--- config.mk ---
export PLATFORM = sky130hd
export DESIGN_NAME = text_renderer
export DESIGN_NICKNAME = d
export VERILOG_FILES = /design/src/rtl/text_pkg.sv /design/src/rtl/font_rom.sv /design/src/rtl/text_renderer.sv
export SDC_FILE = /design/constraint.sdc
export NUM_CORES = 1
export LEC_CHECK = 0
export CORE_MARGIN = 3
export CORE_UTILIZATION = 46
export CTS_BUF_LIST = sky130_fd_sc_hd__clkbuf_4
export DETAILED_ROUTE_END_ITERATION = 16
export PLACE_DENSITY = 0.83
export SETUP_SLACK_MARGIN = 0.05
export SYNTH_ARGS = -nofsm -noshare
export SYNTH_HDL_FRONTEND = slang
export SYNTH_HIERARCHICAL = 1
export SYNTH_SLANG_ARGS = --single-unit
--- constraint.sdc ---
create_clock -name clk -period 2.1 [get_ports clk]
set_input_delay 0.21 -clock clk [delete_from_list [all_inputs] [get_ports clk]]
set_output_delay 0.21 -clock clk [all_outputs]
set_load 0.02 [all_outputs]
--- src/rtl/text_pkg.sv ---
// Shared geometry, colour types and sync bundle for the LCD text renderer.
package text_pkg;

  localparam int CHAR_W      = 8;
  localparam int CHAR_H      = 16;
  localparam int COLS        = 60;
  localparam int ROWS        = 17;
  localparam int TEXT_STRIDE = 64;
  localparam int SCREEN_W    = COLS * CHAR_W;
  localparam int SCREEN_H    = ROWS * CHAR_H;

  localparam int TEXT_AW = 12;
  localparam int FONT_AW = 12;
  localparam int RGB_W   = 16;

  typedef logic [RGB_W-1:0] rgb565_t;

  // Timing-generator controls travelling alongside each pixel.
  typedef struct packed {
    logic de;
    logic hs;
    logic vs;
  } sync_t;

endpackage

--- src/rtl/font_rom.sv ---
// 256-glyph x 16-row font store with a registered read; behavioural stand-in for the Gowin pROM.
module font_rom (
  input  logic        clk,
  input  logic        reset_n,
  input  logic        ce,
  input  logic [11:0] addr,
  output logic [7:0]  data
);

  // Only a handful of glyphs are populated; every other code renders blank.
  function automatic logic [7:0] glyph_row(input logic [7:0] code, input logic [3:0] row);
    logic [7:0] bits;
    bits = 8'h00;
    case (code)
      8'h41: begin
        case (row)
          4'd3:  bits = 8'h18;
          4'd4:  bits = 8'h3C;
          4'd5,
          4'd6,
          4'd7:  bits = 8'h66;
          4'd8:  bits = 8'h7E;
          4'd9,
          4'd10,
          4'd11,
          4'd12: bits = 8'h66;
          default: bits = 8'h00;
        endcase
      end
      8'hDB:   bits = 8'hFF;
      default: bits = 8'h00;
    endcase
    return bits;
  endfunction

  always_ff @(posedge clk or negedge reset_n) begin
    if (!reset_n) begin
      data <= 8'h00;
    end else if (ce) begin
      data <= glyph_row(addr[11:4], addr[3:0]);
    end
  end

endmodule

--- src/rtl/text_renderer.sv ---
// 60x17 character-cell renderer for a 480x272 RGB565 LCD with a blinking cursor, 3-clk pipeline.
module text_renderer
  import text_pkg::*;
#(
  parameter rgb565_t     FG_COLOR     = 16'hFFFF,
  parameter rgb565_t     BG_COLOR     = 16'h0000,
  parameter int unsigned BLINK_FRAMES = 32
) (
  input  logic          clk,
  input  logic          reset_n,
  input  logic [9:0]    pix_x,
  input  logic [8:0]    pix_y,
  input  logic          de_in,
  input  logic          hs_in,
  input  logic          vs_in,
  input  logic [5:0]    cursor_col,
  input  logic [4:0]    cursor_row,
  input  logic          cursor_en,
  output logic [11:0]   text_ad,
  output logic          text_ce,
  input  logic [7:0]    text_dout,
  output rgb565_t       rgb,
  output logic          de_out,
  output logic          hs_out,
  output logic          vs_out
);

  localparam logic [5:0] COL_LIMIT = 6'(COLS);
  localparam logic [4:0] ROW_LIMIT = 5'(ROWS);
  localparam logic [7:0] FRAME_MAX = 8'(BLINK_FRAMES - 1);

  logic [5:0] cell_col;
  logic [4:0] cell_row;
  logic       cursor_hit;
  logic       unused_pix_x;

  logic [3:0] sub_y1;
  logic [2:0] sub_x1, sub_x2;
  logic       hit1, hit2;
  sync_t      sync1, sync2, sync3;

  logic [FONT_AW-1:0] font_addr;
  logic [7:0]         font_byte;

  logic       vs_q;
  logic [7:0] frame_cnt;
  logic       blink_phase;

  logic    pix_on;
  rgb565_t pix_color;
  rgb565_t rgb_next;

  // Cycle 0: cell lookup straight from the timing generator.
  assign cell_col     = pix_x[8:3];
  assign cell_row     = pix_y[8:4];
  assign unused_pix_x = pix_x[9];
  assign text_ad      = {1'b0, cell_row, cell_col};
  assign text_ce      = de_in & reset_n;

  // Out-of-range cursor positions can never match a visible cell.
  assign cursor_hit = cursor_en && (cursor_col == cell_col) && (cursor_row == cell_row)
                      && (cursor_col < COL_LIMIT) && (cursor_row < ROW_LIMIT);

  // Cycle 1: character code arrives from text RAM and forms the glyph row address.
  assign font_addr = {text_dout, sub_y1};

  font_rom u_font_rom (
    .clk     (clk),
    .reset_n (reset_n),
    .ce      (sync1.de),
    .addr    (font_addr),
    .data    (font_byte)
  );

  always_ff @(posedge clk or negedge reset_n) begin
    if (!reset_n) begin
      sub_y1 <= '0;
      sub_x1 <= '0;
      hit1   <= 1'b0;
      sync1  <= '0;
      sub_x2 <= '0;
      hit2   <= 1'b0;
      sync2  <= '0;
      sync3  <= '0;
      rgb    <= '0;
    end else begin
      sub_y1 <= pix_y[3:0];
      sub_x1 <= pix_x[2:0];
      hit1   <= cursor_hit;
      sync1  <= '{de: de_in, hs: hs_in, vs: vs_in};
      sub_x2 <= sub_x1;
      hit2   <= hit1;
      sync2  <= sync1;
      sync3  <= sync2;
      rgb    <= rgb_next;
    end
  end

  // Cycle 2: font byte is valid; MSB is the leftmost pixel of the cell.
  always_comb begin
    pix_on    = font_byte[3'd7 - sub_x2];
    pix_color = pix_on ? FG_COLOR : BG_COLOR;
    if (hit2 && blink_phase) begin
      pix_color = ~pix_color;
    end
    rgb_next = sync2.de ? pix_color : '0;
  end

  assign de_out = sync3.de;
  assign hs_out = sync3.hs;
  assign vs_out = sync3.vs;

  // Frame counter advances on each vs rising edge; blink half-period is BLINK_FRAMES frames.
  always_ff @(posedge clk or negedge reset_n) begin
    if (!reset_n) begin
      vs_q        <= 1'b0;
      frame_cnt   <= '0;
      blink_phase <= 1'b0;
    end else begin
      vs_q <= vs_in;
      if (vs_in && !vs_q) begin
        if (frame_cnt == FRAME_MAX) begin
          frame_cnt   <= '0;
          blink_phase <= ~blink_phase;
        end else begin
          frame_cnt <= frame_cnt + 8'd1;
        end
      end
    end
  end

endmodule

# After elaboration in Yosys (flattened, before gate mapping)
# Memories as Yosys holds them, arrays and structs flattened.
# Index checks and enable logic that the tools add are counted.
# op_classes
add_sub_neg	2
mux	7
magnitude_cmp	3
eq_ne	5
reduce_logical	8
bitwise_logic	3
# op_table
op	count
$mux W16	3
$not A16 Y16	1
$pmux W8 S2	1
$add A8 B1 Y8 const B	1
$eq A8 B5 Y1 const B	1
$eq A8 B7 Y1 const B	1
$eq A8 B8 Y1 const B	1
$mux W8	1
$eq A6 B6 Y1	1
$logic_and A1 B1 Y1	6
$lt A6 B6 Y1 const B	1
$eq A5 B5 Y1	1
$lt A5 B5 Y1 const B	1
$lt A3 B4 Y1 const B	1
$bmux W1 S3	1
$sub A3 B3 Y3 const A	1
$reduce_and A2 Y1	1
$and A1 B1 Y1	1
$logic_not A1 Y1	1
$mux W1	1
$not A1 Y1	1
# totals
output_inout_bits	32
mem_bits_ro	96
inputBits	44
register_bits	54
n_memories	1
word_cells	47
# mem_list
memory	depth	width	rd	rd_clocked_by_memory_dff	write_ports	line_no	text
(no name shown)	16	6	1	0	0	font_rom.sv:16	case (row)

# Longest topological paths before layout
# logic_depth
depth_word	7
mapped_depth	5
mapped_depth_nobuf	5

# Modules after synthesis
# The synthesis kept the hierarchy.
# modules_own_cells
module	cells_each	instances	area_per_inst_um2	seq_area_each_um2
text_renderer	116	1	1402.6	775.7
font_rom	30	1	296.5	100.1

# Least setup slack after synthesis
# Ideal clock, no wire load.
# synth_path
path_kind	register to register
startpoint	register u_font_rom.data[4]
endpoint	register rgb[14]
path_slack_ns	0.770
synth_period_minus_slack_ns	1.330
setup_ns	0.076
stages_incl_launch_ff	6
arrival_time_ns	1.254
path_buffers	1
required_time_ns	2.024
cell_sequence	dfrtp_1 -> buf_4 -> mux4_2 -> mux2i_1 -> nand4_1 -> o21ai_1
# synth_between
elab_chain_len	6
# synth_rtl
element	line_no	text
start, declared	font_rom.sv:7	output logic [7:0] data
start signal, assigned	font_rom.sv:40	data <= glyph_row(addr[11:4], addr[3:0]);
$bmux W1 S3 *	text_renderer.sv:101	pix_on = font_byte[3'd7 - sub_x2];
$mux W1 (implied by the code) *	text_renderer.sv:101	
$mux W16 *	text_renderer.sv:102	pix_color = pix_on ? FG_COLOR : BG_COLOR;
$not A16 Y16	text_renderer.sv:104	pix_color = ~pix_color;
$mux W16 *	text_renderer.sv:103	if (hit2 && blink_phase) begin
$mux W16 *	text_renderer.sv:106	rgb_next = sync2.de ? pix_color : '0;
end signal, assigned	text_renderer.sv:95	rgb <= rgb_next;
end, declared	text_renderer.sv:22	output rgb565_t rgb,
# Every way passes the cells marked *; elsewhere a longest branch is shown, timed or not. The select of a mux whose other input is x is not followed.
# A chain may end at the register's enable or synchronous reset.

==> out/qor.txt <==
outcome: finished clean
largest cells by area after synthesis: sky130_fd_sc_hd__dfrtp_1 52%, sky130_fd_sc_hd__buf_4 14%, sky130_fd_sc_hd__xor2_1 4.6%
most used flip-flop cell after synthesis: sky130_fd_sc_hd__dfrtp_1
async set-reset flop share out of synthesis: 1.00
Sequential Area: 876 sq um
Inserted Diodes: 0
largest net degree at the start of global routing: 36
initial antenna violation count: 0
die outline width: 66.8 um
total number of yosys warnings: 6
Synth Net Count: 191
synthesized instance count: 146
number of setup violations in the final report: 0
clock-pin slew on the worst setup and hold paths: 100 ps
most frequent standard cell in the layout excluding fill and tap cells: sky130_fd_sc_hd__clkdlybuf4s50_1
global-route usage over all layers: 0.161
top library cells by usage in the layout, fill and taps aside: 73 x sky130_fd_sc_hd__clkdlybuf4s50_1, 35 x sky130_fd_sc_hd__dfrtp_1, 9 x sky130_fd_sc_hd__nand2_1, 9 x sky130_fd_sc_hd__xor2_1, 8 x sky130_fd_sc_hd__xnor2_1
worst rel slew slack: 0.658
postcts setup bufs: 0
total global routing overflow: 0
worst min path class: in2reg
Max rail drop VDD: 0.344 mV
class of the most critical setup path: reg2out
y dimension of the die: 66.8 um
HPWL Detailed: 2670 um
leakage dissipation: 0.959 nW
count of endpoints failing hold in the final timing report: 0
total via count after detailed routing: 1,221
clock insertion delay at the later pin of the skew report: 320 ps
cell chain of the critical path: clkdlybuf4s50_1
average via count per standard cell: 5.02
number of flops mapped to enable cells by yosys: 0
final critical-path setup slack: 298 ps
area delta synth->final: 36.4%
CTS tree: yes
synth unique cells: 38
Final GP Congestion: 0.780
fraction of final layout cells with drive strength greater than 1: 0.0761
final sum of negative setup slack: 0 ps
master of the slowest instance on the critical path: sky130_fd_sc_hd__clkdlybuf4s50_1
total number of nets in the final design: 241
buffers and inverters on the worst path: 1
Max stage delay on crit path: 690 ps
critical path data arrival time: 1590 ps
Rows: 21
drt wl/cell: 13.1 um
crit path capture type: output port
Die Footprint: 4460 sq um
count of port buffers added during placement: 73
hold slack final: 319 ps
Placement Setup Slack: 297 ps
total CTS buffers: 5
remaining routing DRC violations: 0
CTS-repair resized insts: 0
first-pass GRT wire length: 5350 um
number of antenna-violating nets in the routed design: 0
fraction of post-synthesis cell area in the top cell type by area: 0.515
max-slew violation count: 0
master cell of the clock root buffer: sky130_fd_sc_hd__clkbuf_4
Pwr Density: 591 nW/um^2
initial cell density of the core: 0.494
synthesized area: 1700 sq um
violation count after the first detailed-routing iteration: 33
Worst Path Required: 1890 ps
area of the core: 3440 sq um
register bit count reported by yosys: 35
cts hold-fix bufs: 0
post-route fraction of the period consumed by the critical path: 0.858
number of levels the H-tree was split into: 2
Fmax achieved: 0.555 GHz
Fillers: 259
Bufs on Longest Clock Path: 2
post-synthesis average cell area: 11.6 sq um
area of the multi-input gates: 571 sq um
minimum clock period after layout: 1800 ps
portion of the post-synthesis area used by sequential elements: 0.515
via count of the first global-routing pass: 1,247
setup repair after global routing missed its margin: no
Core Util, Final: 0.673
Least-Margin Pin Slew: 509 ps
number of search-and-repair iterations in the first detailed-routing pass: 4
IO Count: 76
peak fanout along the critical path: 16
Num Clock Sinks: 35
Layout Skew: 5.62 ps
area leader, netlist: sky130_fd_sc_hd__dfrtp_1
aggregate routed wire length: 3190 um
kind of cell adding the most delay to the critical path: buffers and inverters
type of element launching the critical path: flip-flop
max-cap violations: 0
cell usage after synthesis, drive strengths merged, types with 3 or more instances:
cell / number
and3: 3
buf: 32
dfrtp: 35
inv: 4
nand2: 9
nand2b: 3
nand4: 6
o21ai: 5
xnor2: 8
xor2: 9
power by group:
group | switching (mW) | leakage [nW] | internal (mW) | total, mW
Combinational | 0.106 | 0.495 | 0.152 | 0.258
Clock | 0.202 | 0.0263 | 0.123 | 0.324
Sequential | 0.0583 | 0.438 | 0.729 | 0.787
stage by stage:
stage	cells	power [mW]	cell area, sq um
5_1_grt	243	1.45	2320
4_1_cts	243	1.39	2320
2_1_floorplan	146	0.911	1700
3_3_place_gp	235	1.04	2260
3_5_place_dp	235	1.06	2260
6_report	243	1.37	2320
metal layers:
layer	vias to the layer above	wire (um)	track usage
met5	-	0	0
met4	0	58	0.0685
met3	7	296	0.0506
met2	67	1680	0.293
met1	565	1160	0.168
li1	582	-	-
sequential cells by signal, indices dropped and copies added (netlist names):
| register | count |
|---|---|
| sub_x2 | 3 |
| vs_q | 1 |
| de_out | 1 |
| sub_x1 | 3 |
| blink_phase | 1 |
| rgb | 1 |
| hit1 | 1 |
| hit2 | 1 |
| u_font_rom/data | 4 |
| sync2 | 3 |
| frame_cnt | 8 |
| hs_out | 1 |
| sub_y1 | 4 |
| vs_out | 1 |
| sync1 | 2 |
layout make-up:
class                      count  share of cell area
timing repair buffer          75               0.322
multi-input combinational     75               0.246
clock buffer                   5              0.0162
tap                           46              0.0248
clock inverter                 3             0.00648
sequential                    35               0.378
inverter                       4             0.00648
final timing paths:
| kind | depth (start not counted) | start | endpoint | slack (ps) |
|---|---|---|---|---|
| max | 1 | rgb[14]$_DFF_PN0_ | rgb[0] | 300 |
| min | 1 | pix_x[2] | sub_x1[2]$_DFF_PN0_ | 320 |
| max reg2reg | 5 | frame_cnt[0]$_DFFE_PN0P_ | blink_phase$_DFFE_PN0P_ | 530 |
| min reg2reg | 0 | sub_x1[0]$_DFF_PN0_ | sub_x2[0]$_DFF_PN0_ | 360 |
| max in group asynchronous | 2 | reset_n | u_font_rom/data[0]$_DFFE_PN0P_ | 1440 |
| min in group asynchronous | 2 | reset_n | hit2$_DFF_PN0_ | 360 |
kinds of logic (layout without fill, tap and decap cells):
group | Yosys count | after routing | synth area share
other | 1 | 1 | 0.00221
adders and majority gates | 1 | 1 | 0.00736
muxes | 3 | 3 | 0.0324
AOI/OAI and AO/OA | 14 | 14 | 0.0604
buffers and inverters | 36 | 87 | 0.149
DFF | 35 | 35 | 0.515
xor gates and xnor gates | 17 | 17 | 0.0876
and+or+nand+nor | 39 | 39 | 0.146
Power figures use the tool's default switching activity.
